### src/rtl/fifo_pkg.sv
// Shared defaults and width helper for the programmable-threshold synchronous FIFO.
package fifo_pkg;

    localparam int unsigned FIFO_SIZE  = 8;
    localparam int unsigned FIFO_DEPTH = 8;

    // Occupancy counter width: needs one extra bit to represent a full FIFO.
    function automatic int unsigned cnt_w(input int unsigned depth);
        return $clog2(depth) + 1;
    endfunction

endpackage : fifo_pkg

### src/rtl/fifo_ram.sv
// DEPTH x SIZE register file: one synchronous write port, one asynchronous read port, no reset.
module fifo_ram
    import fifo_pkg::*;
#(
    parameter int unsigned SIZE  = FIFO_SIZE,
    parameter int unsigned DEPTH = FIFO_DEPTH,
    localparam int unsigned AW   = $clog2(DEPTH)
) (
    input  logic            clk,
    input  logic            we,
    input  logic [AW-1:0]   waddr,
    input  logic [SIZE-1:0] wdata,
    input  logic [AW-1:0]   raddr,
    output logic [SIZE-1:0] rdata
);

    logic [SIZE-1:0] mem [DEPTH];

    always_ff @(posedge clk) begin
        if (we) begin
            mem[waddr] <= wdata;
        end
    end

    always_comb begin
        rdata = mem[raddr];
    end

endmodule : fifo_ram

### src/rtl/sync_fifo_prog.sv
// Synchronous FIFO with programmable almost-full/almost-empty thresholds and registered read data.
// Optional sticky overflow/underflow flags with clr_err are built when SYNC_FIFO_ERR_EN is defined.
module sync_fifo_prog
    import fifo_pkg::*;
#(
    parameter int unsigned SIZE     = FIFO_SIZE,
    parameter int unsigned DEPTH    = FIFO_DEPTH,
    parameter int unsigned AF_LEVEL = DEPTH - 2,
    parameter int unsigned AE_LEVEL = 2
) (
    input  logic                     clk,
    input  logic                     n_rst,
`ifdef SYNC_FIFO_ERR_EN
    input  logic                     clr_err,
    output logic                     overflow,
    output logic                     underflow,
`endif
    input  logic                     valid_write,
    input  logic [SIZE-1:0]          data_in,
    input  logic                     read_en,
    output logic [SIZE-1:0]          data_out,
    output logic                     data_valid,
    output logic                     f_flag,
    output logic                     e_flag,
    output logic                     almost_full_flag,
    output logic                     almost_empty_flag,
    output logic [cnt_w(DEPTH)-1:0]  count
);

    localparam int unsigned AW = $clog2(DEPTH);
    localparam int unsigned CW = cnt_w(DEPTH);

    // Reject illegal configurations at elaboration.
    if ((DEPTH < 4) || ((DEPTH & (DEPTH - 1)) != 0)) begin : g_bad_depth
        $error("sync_fifo_prog: DEPTH must be a power of two >= 4");
    end
    if (!((AE_LEVEL < AF_LEVEL) && (AF_LEVEL <= DEPTH))) begin : g_bad_levels
        $error("sync_fifo_prog: thresholds must satisfy AE_LEVEL < AF_LEVEL <= DEPTH");
    end

    logic [AW-1:0]   wr_ptr;
    logic [AW-1:0]   rd_ptr;
    logic [SIZE-1:0] rd_data;
    logic            rd_acc_c;
    logic            wr_acc_c;

    // A full FIFO can still take a write when a read frees a slot on the same edge.
    always_comb begin
        rd_acc_c = read_en & ~e_flag;
        wr_acc_c = valid_write & (~f_flag | rd_acc_c);
    end

    fifo_ram #(
        .SIZE  (SIZE),
        .DEPTH (DEPTH)
    ) u_ram (
        .clk   (clk),
        .we    (wr_acc_c),
        .waddr (wr_ptr),
        .wdata (data_in),
        .raddr (rd_ptr),
        .rdata (rd_data)
    );

    // Pointers wrap naturally because DEPTH is a power of two.
    always_ff @(posedge clk or negedge n_rst) begin
        if (!n_rst) begin
            wr_ptr     <= '0;
            rd_ptr     <= '0;
            count      <= '0;
            data_out   <= '0;
            data_valid <= 1'b0;
        end else begin
            data_valid <= rd_acc_c;
            if (wr_acc_c) begin
                wr_ptr <= wr_ptr + AW'(1);
            end
            if (rd_acc_c) begin
                rd_ptr   <= rd_ptr + AW'(1);
                data_out <= rd_data;
            end
            case ({wr_acc_c, rd_acc_c})
                2'b10:   count <= count + CW'(1);
                2'b01:   count <= count - CW'(1);
                default: count <= count;
            endcase
        end
    end

    // Status flags decode directly from the registered occupancy.
    always_comb begin
        f_flag            = (count == CW'(DEPTH));
        e_flag            = (count == '0);
        almost_full_flag  = (count >= CW'(AF_LEVEL));
        almost_empty_flag = (count <= CW'(AE_LEVEL));
    end

`ifdef SYNC_FIFO_ERR_EN
    // Sticky error flags; a new error on the same edge wins over clr_err.
    always_ff @(posedge clk or negedge n_rst) begin
        if (!n_rst) begin
            overflow  <= 1'b0;
            underflow <= 1'b0;
        end else begin
            if (valid_write && !wr_acc_c) begin
                overflow <= 1'b1;
            end else if (clr_err) begin
                overflow <= 1'b0;
            end
            if (read_en && !rd_acc_c) begin
                underflow <= 1'b1;
            end else if (clr_err) begin
                underflow <= 1'b0;
            end
        end
    end
`endif

endmodule : sync_fifo_prog

### config.mk
export PLATFORM = sky130hd
export DESIGN_NAME = sync_fifo_prog
export DESIGN_NICKNAME = d
export VERILOG_FILES = /design/src/rtl/fifo_pkg.sv /design/src/rtl/fifo_ram.sv /design/src/rtl/sync_fifo_prog.sv
export SDC_FILE = /design/constraint.sdc
export NUM_CORES = 1
export LEC_CHECK = 0
export CELL_PAD_IN_SITES_DETAIL_PLACEMENT = 2
export CELL_PAD_IN_SITES_GLOBAL_PLACEMENT = 2
export CORE_ASPECT_RATIO = 1.75
export CORE_UTILIZATION = 42
export CTS_CLUSTER_SIZE = 24
export DETAILED_ROUTE_END_ITERATION = 12
export PLACE_DENSITY = 0.77
export RECOVER_POWER = 50
export SETUP_SLACK_MARGIN = 0.5
export SLEW_MARGIN = 20
export SYNTH_ARGS = -nofsm -noshare
export SYNTH_HDL_FRONTEND = slang
export SYNTH_SLANG_ARGS = --single-unit
### constraint.sdc
create_clock -name clk -period 2.8 [get_ports clk]
set_input_delay 0.56 -clock clk [delete_from_list [all_inputs] [get_ports clk]]
set_output_delay 0.56 -clock clk [all_outputs]
set_load 0.02 [all_outputs]
* Word-level counts from Yosys, hierarchy flattened
Memories as Yosys holds them, arrays and structs flattened. A register that Yosys moved wholly into a read port is not among the register bits. Index checks and enable logic that the tools add are counted.
Word-level totals: bits in registers 11, bits in writable memories 64, input port bits 12, output and inout port bits 17, logic and storage cells 25, memories 1
Cells by class: add/sub/neg operators 4, order comparisons 2, eq/ne operators 3, mux-type cells 3, bitwise operators 5, reduce and logical (&&, ||, !) cells 3
Memory list:
- u_ram.mem | depth 8, width 8, read ports 1, clocked after memory_dff 1, write ports 1, line fifo_ram.sv:17 | logic [SIZE-1:0] mem [DEPTH];
Operators by type and width (count):
- case mux 4 bit (2 select lines) | 1
- adder 3 x 1 -> 3 bit, second input constant | 2
- adder 4 x 1 -> 4 bit, second input constant | 1
- == test 4 bit, second input constant | 1
- greater-or-equal comparator 4 x 3 -> 1 bit, second input constant | 1
- <= comparator 4 x 2 -> 1 bit, second input constant | 1
- logical NOT 4 bit | 1
- subtractor 4 x 1 -> 4 bit, second input constant | 1
- bitwise AND 1 bit | 2
- == test 2 x 1 -> 1 bit, second input constant | 1
- == test 2 bit, second input constant | 1
- 2-to-1 mux 1 bit | 2
- inverter 1 bit | 2
- nonzero test 2 bit | 1
- logical NOT 1 bit | 1
- bitwise OR 1 bit | 1

* Logic depth before layout (Yosys ltp)
Gate-level depths: netlist of the first run.
depth in word-level cells 7, depth in mapped cells 10, mapped depth without buffers 9

* Cells and area by module
Synthesis of the first run repeated with hierarchy kept, for this count alone.
Unflattened totals: cell total of the unflattened synthesis 197, area total of the unflattened synthesis 3463.3 sq um
Modules (own cells, without submodules):
- fifo_ram | instances 1, cells each 106, area each 2531.2 sq um, seq. area each 1921.8 sq um
- sync_fifo_prog | instances 1, cells each 91, area each 932.1 sq um, seq. area each 475.5 sq um

* Worst setup path before layout of the first run
No wires, ideal clock.
kind reg2reg, from register count[3], to register count[3], setup time 0.130 ns, arrival time 2.220 ns, required time 2.670 ns, slack 0.449 ns, cell stages (with the launch flop) 11, path buffers 1, period minus slack after synthesis 2.351 ns, cell sequence dfrtp_1 buf_6 o41ai_4 inv_2 nand2b_2 inv_2 ha_1 nand3_1 and2_1 a221oi_1 a21oi_1
Between the ends: word-level cells in the longest chain between the ends 7, elaborated cells on any way between the ends 13, classes of those cells add/sub (2); eq/ne (3); mux (1); bitwise (5); reduce/logical (2)
RTL lines:
- start: declaration | line sync_fifo_prog.sv:27 | output logic [cnt_w(DEPTH)-1:0] count
- start signal: assignment | line sync_fifo_prog.sv:83 | 2'b10: count <= count + CW'(1);
- start signal: assignment | line sync_fifo_prog.sv:84 | 2'b01: count <= count - CW'(1);
- start signal: assignment | line sync_fifo_prog.sv:85 | default: count <= count;
- logical NOT 4 bit (*) | line sync_fifo_prog.sv:93 | e_flag = (count == '0);
- inverter 1 bit (*) | line sync_fifo_prog.sv:49 | rd_acc_c = read_en & ~e_flag;
- bitwise AND 1 bit (*) | line sync_fifo_prog.sv:49
- via rd_acc_c | line sync_fifo_prog.sv:44 | logic rd_acc_c;
- bitwise OR 1 bit | line sync_fifo_prog.sv:50 | wr_acc_c = valid_write & (~f_flag | rd_acc_c);
- bitwise AND 1 bit | line sync_fifo_prog.sv:50
- == test 2 x 1 -> 1 bit / == test 2 bit (equally long branches) | line sync_fifo_prog.sv:82 | case ({wr_acc_c, rd_acc_c})
- case mux 4 bit (2 select lines) / nonzero test 2 bit (equally long branches)
The timed path passes the listed nets; every way through them passes the cells marked *. A chain may end at the register's enable or synchronous reset.

* Worst setup path after layout of the first run
from register count[2], to memory u_ram.mem[0][1] (netlist name) (enable)
Between the ends: word-level cells in the longest chain between the ends 7, elaborated cells on any way between the ends 9, classes of those cells eq/ne (1); mux (2); bitwise (5); reduce/logical (1)
RTL lines:
- logical NOT 4 bit | line sync_fifo_prog.sv:93
- inverter 1 bit | line sync_fifo_prog.sv:49
- bitwise AND 1 bit | line sync_fifo_prog.sv:49
- bitwise OR 1 bit (*) | line sync_fifo_prog.sv:50
- bitwise AND 1 bit (*) | line sync_fifo_prog.sv:50
- 2-to-1 mux 1 bit (*) | line fifo_ram.sv:20 | if (we) begin
- 2-to-1 mux 1 bit (implied by the code) (*) | line fifo_ram.sv:21 | mem[waddr] <= wdata;
- end: declaration | line fifo_ram.sv:17
Mark *: on every way between the ends. The rest lies on a longest branch, timed or not.

==> impl_results.html, run 1 <==
<table>
<tr><th>Metric</th><th>Value</th></tr>
<tr><th colspan="2">STA</th></tr>
<tr><td>Max-slew violation total from the final report</td><td>0</td></tr>
<tr><td>Endpoints failing hold</td><td>0</td></tr>
<tr><td>Setup Viol. Count Final</td><td>0</td></tr>
<tr><td>Worst slack on hold paths</td><td>approximately 480 ps</td></tr>
<tr><td>Fin Setup TNS</td><td>0 ps</td></tr>
<tr><td>Worst relative slew slack</td><td>0.1987</td></tr>
<tr><td>Unrepaired setup endpoints after global routing</td><td>true</td></tr>
<tr><td>Top achievable clock speed</td><td>~0.41 GHz</td></tr>
<tr><td>Final clock period utilization by the worst path</td><td>0.8633</td></tr>
<tr><td>Slew @ Worst Pin</td><td>1202 ps</td></tr>
<tr><td>Final clock skew</td><td>6.457 ps</td></tr>
<tr><td>Min cycle time layout</td><td>between 2000 and 2500 ps</td></tr>
<tr><th colspan="2">Critical path</th></tr>
<tr><td>Critical path capture point type</td><td>flop</td></tr>
<tr><td>Startpoint Class</td><td>flop</td></tr>
<tr><td>RR Startpoint</td><td>count[2]</td></tr>
<tr><td>Reg2Reg Setup Slack</td><td>roughly 380 ps</td></tr>
<tr><td>R2R cell count</td><td>4</td></tr>
<tr><td>Crit Path Class</td><td>flop to flop</td></tr>
<tr><td>Required @ worst endpoint</td><td>2890 ps</td></tr>
<tr><td>Critical path arrival</td><td>2510 ps</td></tr>
<tr><td>Critical register-to-register path endpoint</td><td>u_ram.mem[0][1]</td></tr>
<tr><td>Maximum fanout along the worst path</td><td>8</td></tr>
<tr><th colspan="2">Power</th></tr>
<tr><td>Peak supply drop</td><td>about 0.53 mV</td></tr>
<tr><td>Pwr Density</td><td>1100 nW/um2</td></tr>
<tr><td>Static Leak</td><td>0.001539 uW</td></tr>
<tr><th colspan="2">Logic synthesis</th></tr>
<tr><td>Primary flip-flop cell chosen by synthesis mapping</td><td>sky130_fd_sc_hd__edfxtp_1</td></tr>
<tr><td>Netlist area before placement</td><td>3423 um2</td></tr>
<tr><td>Most frequent cells after synthesis</td><td>sky130_fd_sc_hd__edfxtp_1, sky130_fd_sc_hd__dfrtp_1, sky130_fd_sc_hd__mux2i_1</td></tr>
<tr><td>Syn Area/Cell</td><td>15.85 um2</td></tr>
<tr><td>Top cells by area, synth</td><td>sky130_fd_sc_hd__edfxtp_1, sky130_fd_sc_hd__dfrtp_1, sky130_fd_sc_hd__mux2_2</td></tr>
<tr><td>Synth async-reset ratio</td><td>0.2289</td></tr>
<tr><td>Sequential area share after synthesis</td><td>0.7003</td></tr>
<tr><td>Yosys top cell area share</td><td>0.5614</td></tr>
<tr><td>Post-synthesis sequential element count</td><td>83</td></tr>
<tr><td>Cell type with the largest total area after synthesis</td><td>sky130_fd_sc_hd__edfxtp_1</td></tr>
<tr><td>Net count after synthesis</td><td>233</td></tr>
<tr><td>Synth unique cells</td><td>38</td></tr>
<tr><td>Number of warning messages in the yosys log</td><td>0</td></tr>
<tr><td>Post-Synthesis Cells</td><td>216</td></tr>
<tr><td>Most numerous cell in the Yosys netlist</td><td>sky130_fd_sc_hd__edfxtp_1</td></tr>
<tr><td>Count of flip-flops with a built-in enable after synthesis</td><td>64</td></tr>
<tr><th colspan="2">Min path</th></tr>
<tr><td>Worst hold endpoint</td><td>data_out[4]</td></tr>
<tr><td>Hold Crit Start</td><td>data_out[4]</td></tr>
<tr><td>WHS Path Cells</td><td>2</td></tr>
<tr><td>Class of the tightest hold or removal check</td><td>flop to flop</td></tr>
<tr><th colspan="2">Global routing</th></tr>
<tr><td>Largest net degree at the start of global routing</td><td>35</td></tr>
<tr><td>Global route total overflow</td><td>0</td></tr>
<tr><td>Vias in the first global route</td><td>roughly 2,300</td></tr>
<tr><td>Global-route wire length before repair</td><td>around 13,000 um</td></tr>
<tr><td>Tot GR Track Use</td><td>0.2221</td></tr>
<tr><td>Antenna violations before repair</td><td>0</td></tr>
<tr><th colspan="2">Layout</th></tr>
<tr><td>Layout cells sized above 1</td><td>0.1835</td></tr>
<tr><td>NumNets Final</td><td>279</td></tr>
<tr><td>Reg area</td><td>2399 um2</td></tr>
<tr><td>Number of filler cells placed in the layout</td><td>725</td></tr>
<tr><td>Ant diodes</td><td>0</td></tr>
<tr><td>Combined area of the multi-input logic cells</td><td>975.9 um2</td></tr>
<tr><td>Layout Utilization</td><td>0.5244</td></tr>
<tr><td>Synth-to-layout area growth</td><td>21.16%</td></tr>
<tr><th colspan="2">Routing</th></tr>
<tr><td>Met3 routed WL</td><td>150 um</td></tr>
<tr><td>Via count</td><td>2,018</td></tr>
<tr><td>Highest routed metal layer</td><td>met4</td></tr>
<tr><td>Antenna Nets Post-Route</td><td>0</td></tr>
<tr><td>Met2 WL</td><td>5000 um</td></tr>
<tr><td>DRT met1 WL</td><td>around 3300 um</td></tr>
<tr><td>Mean routed wirelength per cell</td><td>24.18 um</td></tr>
<tr><td>Length of the first detailed-routing pass in iterations</td><td>4</td></tr>
<tr><td>Remaining DRCs</td><td>0</td></tr>
<tr><td>Routed wire length</td><td>around 8600 um</td></tr>
<tr><td>Via-to-Cell Ratio</td><td>5.653</td></tr>
<tr><td>Drt initial violations</td><td>75</td></tr>
<tr><th colspan="2">CTS</th></tr>
<tr><td>H-tree depth reported by CTS</td><td>3</td></tr>
<tr><td>Skew-Pair Late Insertion Delay</td><td>between 300 and 400 ps</td></tr>
<tr><td>CTS Hold Buffers Added</td><td>0</td></tr>
<tr><td>Root Driver</td><td>sky130_fd_sc_hd__clkbuf_16</td></tr>
<tr><td>Largest buffer count on any clock path</td><td>2</td></tr>
<tr><td>CTS tree</td><td>done</td></tr>
<tr><td>Cts bufs inserted</td><td>9</td></tr>
<tr><td>Clock sink count</td><td>83</td></tr>
<tr><td>Reg clk slew, reported paths</td><td>60 ps</td></tr>
<tr><th colspan="2">Place</th></tr>
<tr><td>Placed wire-length estimate after detailed placement</td><td>5837 um</td></tr>
<tr><td>Port bufs</td><td>28</td></tr>
<tr><td>Gpl congestion</td><td>0.6944</td></tr>
<tr><th colspan="2">Floorplanning</th></tr>
<tr><td>Number of standard-cell rows in the floorplan</td><td>43</td></tr>
<tr><td>Overall die height</td><td>121.4 um</td></tr>
<tr><td>Initial core utilization</td><td>0.4328</td></tr>
<tr><td>Boundary pin count</td><td>29</td></tr>
<tr><td>Floorplan die area</td><td>8530 um2</td></tr>
<tr><td>Core box area</td><td>7909 um2</td></tr>
<tr><td>Width of the die</td><td>70.25 um</td></tr>
<tr><th colspan="2">Run</th></tr>
<tr><td>Max-cap violations</td><td>0</td></tr>
<tr><th colspan="2">Run status</th></tr>
<tr><td>Status</td><td>completed</td></tr>
</table>
## worst max-delay path, cell delays in order (launching register included)
cell	delay, ps
sky130_fd_sc_hd__dfrtp_1	510
sky130_fd_sc_hd__or4b_1	630
sky130_fd_sc_hd__o21ai_0	670
sky130_fd_sc_hd__nor4_1	130
sky130_fd_sc_hd__buf_4	230
## flip-flops by register name, summed over array words and instances, names as in the netlist
name / cells
count: 4
data_out: 8
data_valid: 1
rd_ptr: 3
u_ram.mem: 64
wr_ptr: 3
## how the worst max path moves through the flow
stage | from | end | slack (ps) | depth (start not counted)
floorplan | count[1] | count[3] | 510 | 9
global placement | read_en | count[3] | 260 | 10
detailed placement | read_en | count[3] | 90 | 10
CTS | count[2] | f_flag | 380 | 3
global route | count[2] | u_ram.mem[2][5] | 260 | 4
finish | count[2] | u_ram.mem[0][1] | 380 | 4
## repair_timing
action,in CTS,in global routing
buffers inserted,0,3
pin swaps,0,1
gates resized for setup,5,6
endpoints found under the setup margin,4,2
endpoints found under the hold margin,0,0
## cell type report
class,count,area share
Clock buffer,16,0.06305
Inverter,6,0.005430
Multi-Input combinational cell,119,0.2353
Sequential cell,83,0.5783
Tap cell,90,0.02715
Timing Repair Buffer,43,0.09080
## cell families (layout without fill, tap and decap cells)
group	count (synthesis)	in the layout	synth area share
AOI/OAI and AO/OA	35	35	0.08078
muxes	35	35	0.1089
xor gates and xnor gates	7	7	0.01791
DFF	83	83	0.7003
and+or+nand+nor	37	37	0.05081
buffers and inverters	14	65	0.02083
adders and majority gates	5	5	0.02047
## layout by cell type, fill, tap and decap left out, types with 9 or more instances in the layout
cell type and instances:
sky130_fd_sc_hd__buf_4 12, sky130_fd_sc_hd__clkbuf_16 9, sky130_fd_sc_hd__clkdlybuf4s50_1 15, sky130_fd_sc_hd__dfrtp_1 18
sky130_fd_sc_hd__dlygate4sd3_1 9, sky130_fd_sc_hd__edfxtp_1 64, sky130_fd_sc_hd__mux2_2 16, sky130_fd_sc_hd__mux2i_1 17
sky130_fd_sc_hd__nand2_1 15, sky130_fd_sc_hd__o21ai_0 9
## per-layer routing
metal,vias up,GRT usage
met5,-,0
met4,0,0.1038
met3,11,0.02990
met2,32,0.4256
met1,1052,0.2322
li1,923,-
## power breakdown
part / switching [uW] / internal [uW] / total [uW]
registers: 206 / 1620 / 1820
logic: 931 / 740 / 1670
clock network: 444 / 628 / 1070
## stage by stage
| stage | cell area [um2] | power, uW | instances | setup slack [ps] |
|---|---|---|---|---|
| finish | 4148 | 4564 | 357 | 382.7 |
| global route | 4148 | 4775 | 357 | 263.8 |
| CTS | 4116 | 4597 | 354 | 384.1 |
| detailed placement | 3859 | 3518 | 338 | 86.73 |
| global placement | 3859 | 3428 | 338 | 256.2 |
| floorplan | 3425 | 2831 | 216 | 507.8 |
Power figures use the tool's default switching activity.
==> run 2: changes to the inputs <==
--- a/config.mk
+++ b/config.mk
@@ -14,6 +14,7 @@
 export PLACE_DENSITY = 0.77
 export RECOVER_POWER = 50
 export SETUP_SLACK_MARGIN = 0.5
+export SKIP_CTS_REPAIR_TIMING = 1
 export SLEW_MARGIN = 20
 export SYNTH_ARGS = -nofsm -noshare
 export SYNTH_HDL_FRONTEND = slang
==> constraint.sdc (replaced) <==
create_clock -name clk -period 2.5 [get_ports clk]
set_input_delay 0.5 -clock clk [delete_from_list [all_inputs] [get_ports clk]]
set_output_delay 0.5 -clock clk [all_outputs]
set_load 0.02 [all_outputs]
==> run 2 against run 1 <==
Against the previous run:
- first-iteration DRC count up 47%
- worst hold slack worse by 1.7 ps
- sequential power up 12%
- core utilization up 3.6 points
- critical path type unchanged
- largest cell class unchanged
- highest routed layer unchanged
==> impl_results.html, run 2 (synthesized netlist as in run 1, its figures left out) <==
<table>
<tr><th>Metric</th><th>Value</th></tr>
<tr><th colspan="2">Global routing</th></tr>
<tr><td>Largest net degree at the start of global routing</td><td>35 (unchanged)</td></tr>
<tr><td>Tot GR Track Use</td><td>0.2242 (was 0.2221)</td></tr>
<tr><td>Global-route wire length before repair</td><td>13,370 um (was 13,240 um)</td></tr>
<tr><td>Vias in the first global route</td><td>2,326 (was 2,275)</td></tr>
<tr><td>Global route total overflow</td><td>0 (unchanged)</td></tr>
<tr><td>Antenna violations before repair</td><td>0 (unchanged)</td></tr>
<tr><th colspan="2">CTS</th></tr>
<tr><td>Root Driver</td><td>sky130_fd_sc_hd__clkbuf_16 (unchanged)</td></tr>
<tr><td>Cts bufs inserted</td><td>9 (unchanged)</td></tr>
<tr><td>Clock sink count</td><td>83 (unchanged)</td></tr>
<tr><td>Reg clk slew, reported paths</td><td>60 ps (about the same)</td></tr>
<tr><td>Largest buffer count on any clock path</td><td>2 (unchanged)</td></tr>
<tr><td>H-tree depth reported by CTS</td><td>3 (unchanged)</td></tr>
<tr><td>CTS tree</td><td>done (unchanged)</td></tr>
<tr><td>Skew-Pair Late Insertion Delay</td><td>330 ps (was 340 ps)</td></tr>
<tr><th colspan="2">Place</th></tr>
<tr><td>Port bufs</td><td>28 (unchanged)</td></tr>
<tr><td>Placed Instance Area</td><td>3968 um2 (was 3859 um2)</td></tr>
<tr><td>Placed wire-length estimate after detailed placement</td><td>6082 um (was 5837 um)</td></tr>
<tr><td>Gpl congestion</td><td>0.7602 (was 0.6944)</td></tr>
<tr><th colspan="2">STA</th></tr>
<tr><td>Final clock period utilization by the worst path</td><td>0.9275 (was 0.8633)</td></tr>
<tr><td>Slew @ Worst Pin</td><td>1216 ps (was 1202 ps)</td></tr>
<tr><td>Final clock skew</td><td>7.413 ps (was 6.457 ps)</td></tr>
<tr><td>Top achievable clock speed</td><td>0.4313 GHz (was 0.4137 GHz)</td></tr>
<tr><td>Endpoints failing hold</td><td>0 (unchanged)</td></tr>
<tr><td>Min cycle time layout</td><td>2319 ps (was 2417 ps)</td></tr>
<tr><td>Worst relative slew slack</td><td>0.1891 (was 0.1987)</td></tr>
<tr><td>Max-slew violation total from the final report</td><td>0 (unchanged)</td></tr>
<tr><td>Setup Viol. Count Final</td><td>0 (unchanged)</td></tr>
<tr><td>Unrepaired setup endpoints after global routing</td><td>true (unchanged)</td></tr>
<tr><th colspan="2">Floorplanning</th></tr>
<tr><td>Number of standard-cell rows in the floorplan</td><td>43 (unchanged)</td></tr>
<tr><td>Width of the die</td><td>70.25 um (unchanged)</td></tr>
<tr><td>Overall die height</td><td>121.4 um (unchanged)</td></tr>
<tr><td>Core box area</td><td>7909 um2 (unchanged)</td></tr>
<tr><td>Floorplan die area</td><td>8530 um2 (unchanged)</td></tr>
<tr><td>Boundary pin count</td><td>29 (unchanged)</td></tr>
<tr><td>Initial core utilization</td><td>0.4328 (unchanged)</td></tr>
<tr><th colspan="2">Run status</th></tr>
<tr><td>Status</td><td>completed (unchanged)</td></tr>
<tr><th colspan="2">Power</th></tr>
<tr><td>Pwr Density</td><td>1260 nW/um2 (was 1100 nW/um2)</td></tr>
<tr><td>Peak supply drop</td><td>0.6584 mV (was 0.5310 mV)</td></tr>
<tr><td>Static Leak</td><td>0.001711 uW (was 0.001539 uW)</td></tr>
<tr><th colspan="2">Routing</th></tr>
<tr><td>Via-to-Cell Ratio</td><td>5.624 (was 5.653)</td></tr>
<tr><td>Drt initial violations</td><td>110 (was 75)</td></tr>
<tr><td>Mean routed wirelength per cell</td><td>25.29 um (was 24.18 um)</td></tr>
<tr><td>Length of the first detailed-routing pass in iterations</td><td>4 (unchanged)</td></tr>
<tr><td>Via count</td><td>2,109 (was 2,018)</td></tr>
<tr><td>Remaining DRCs</td><td>0 (unchanged)</td></tr>
<tr><td>Routed wire length</td><td>9482 um (was 8632 um)</td></tr>
<tr><td>Antenna Nets Post-Route</td><td>0 (unchanged)</td></tr>
<tr><th colspan="2">Critical path</th></tr>
<tr><td>Critical path capture point type</td><td>flop (unchanged)</td></tr>
<tr><td>Required @ worst endpoint</td><td>2710 ps (was 2890 ps)</td></tr>
<tr><td>Critical path arrival</td><td>2530 ps (was 2510 ps)</td></tr>
<tr><td>Crit Path Class</td><td>flop to flop (unchanged)</td></tr>
<tr><td>Startpoint Class</td><td>flop (unchanged)</td></tr>
<tr><td>Cell-by-cell trace of the critical path</td><td>buf_6, o41ai_4, inv_1, nand2b_4, inv_6, ha_4, nand3_4, and2_4, a221oi_4, a21oi_2 (was or4b_1, o21ai_0, nor4_1, buf_4)</td></tr>
<tr><td>Slowest cell on the critical path</td><td>sky130_fd_sc_hd__dfrtp_1 (was sky130_fd_sc_hd__o21ai_0)</td></tr>
<tr><td>Maximum fanout along the worst path</td><td>6 (was 8)</td></tr>
<tr><td>Longest individual stage delay on the worst path</td><td>420 ps (was 670 ps)</td></tr>
<tr><th colspan="2">Layout</th></tr>
<tr><td>Design area</td><td>4433 um2 (was 4148 um2)</td></tr>
<tr><td>NumNets Final</td><td>297 (was 279)</td></tr>
<tr><td>Most frequent cells in the layout</td><td>sky130_fd_sc_hd__edfxtp_1, sky130_fd_sc_hd__buf_4, sky130_fd_sc_hd__mux2i_1, sky130_fd_sc_hd__dfrtp_1, sky130_fd_sc_hd__mux2_2 (was sky130_fd_sc_hd__edfxtp_1, sky130_fd_sc_hd__dfrtp_1, sky130_fd_sc_hd__mux2i_1)</td></tr>
<tr><td>Ant diodes</td><td>0 (unchanged)</td></tr>
<tr><td>Most frequent standard cell in the layout excluding fill and tap cells</td><td>sky130_fd_sc_hd__edfxtp_1 (unchanged)</td></tr>
<tr><td>Layout Utilization</td><td>0.5605 (was 0.5244)</td></tr>
<tr><td>Max FFs per register</td><td>64 (unchanged)</td></tr>
<tr><td>Number of filler cells placed in the layout</td><td>690 (was 725)</td></tr>
<tr><td>Synth-to-layout area growth</td><td>29.50% (was 21.16%)</td></tr>
<tr><td>Leading registers by flop count</td><td>u_ram.mem: 64 flops, data_out: 8 flops, count: 4 flops (unchanged)</td></tr>
<tr><td>Register with the most flip-flops</td><td>u_ram.mem (unchanged)</td></tr>
<tr><td>Layout cells sized above 1</td><td>0.2877 (was 0.1835)</td></tr>
<tr><th colspan="2">Run</th></tr>
<tr><td>Max-cap violations</td><td>0 (unchanged)</td></tr>
<tr><th colspan="2">Min path</th></tr>
<tr><td>Class of the tightest hold or removal check</td><td>flop to flop (unchanged)</td></tr>
</table>
run 2: through the flow:
stage	total power, uW	hold WS (ps)	std cells	worst slack [ps]	setup TNS, ps
2_1_floorplan	3231	204.4	216	310.5	0
3_3_place_gp	3886	461.1	343	193.1	0
3_5_place_dp	4040	474.6	343	16.67	0
4_1_cts	5325	487.3	359	-145.9	-184.4
5_1_grt	5829	521.5	375	111.3	0
6_report	5585	482.5	375	181.4	0
run 2: layer usage:
| layer | up-vias | routed length, um | GRT usage |
|---|---|---|---|
| li1 | 952 | - | - |
| met1 | 1101 | 3421 | 0.2397 |
| met2 | 39 | 5546 | 0.4107 |
| met3 | 17 | 253 | 0.03571 |
| met4 | 0 | 261 | 0.1238 |
| met5 | - | 0 | 0 |
run 2: critical path, delay by kind of cell (launching register included):
kind                       cells  cell delay (ps)
AOI/OAI and AO/OA              3              680
adders and majority gates      1              320
DFF                            1              420
and+or+nand+nor                3              400
buffers and inverters          3              380
run 2: path summary, 6_finish.rpt:
check	start	endpoint	slack, ps	cells after the start
min	data_out[5]	data_out[5]	480	2
min reg2reg	data_out[5]	data_out[5]	480	2
max	count[3]	count[3]	180	10
min in group asynchronous	n_rst	rd_ptr[2]	950	2
max in group asynchronous	n_rst	count[1]	740	2
max reg2reg	count[3]	count[3]	180	10
run 2: area by class of cell:
class                      instances  area, um2  area share
timing repair buffer              61      545.5      0.1231
tap                               90      112.6     0.02540
clock buffer                      15      287.8     0.06492
clock inverter                     1      5.005    0.001129
multi-input combinational        119       1055      0.2379
inverter                           6      27.53    0.006209
sequential                        83       2400      0.5413
run 2: power by group:
part	internal (uW)	switching, uW	total [uW]
Combinational	1080	1190	2260
Sequential	1810	229	2040
Clock	781	499	1280
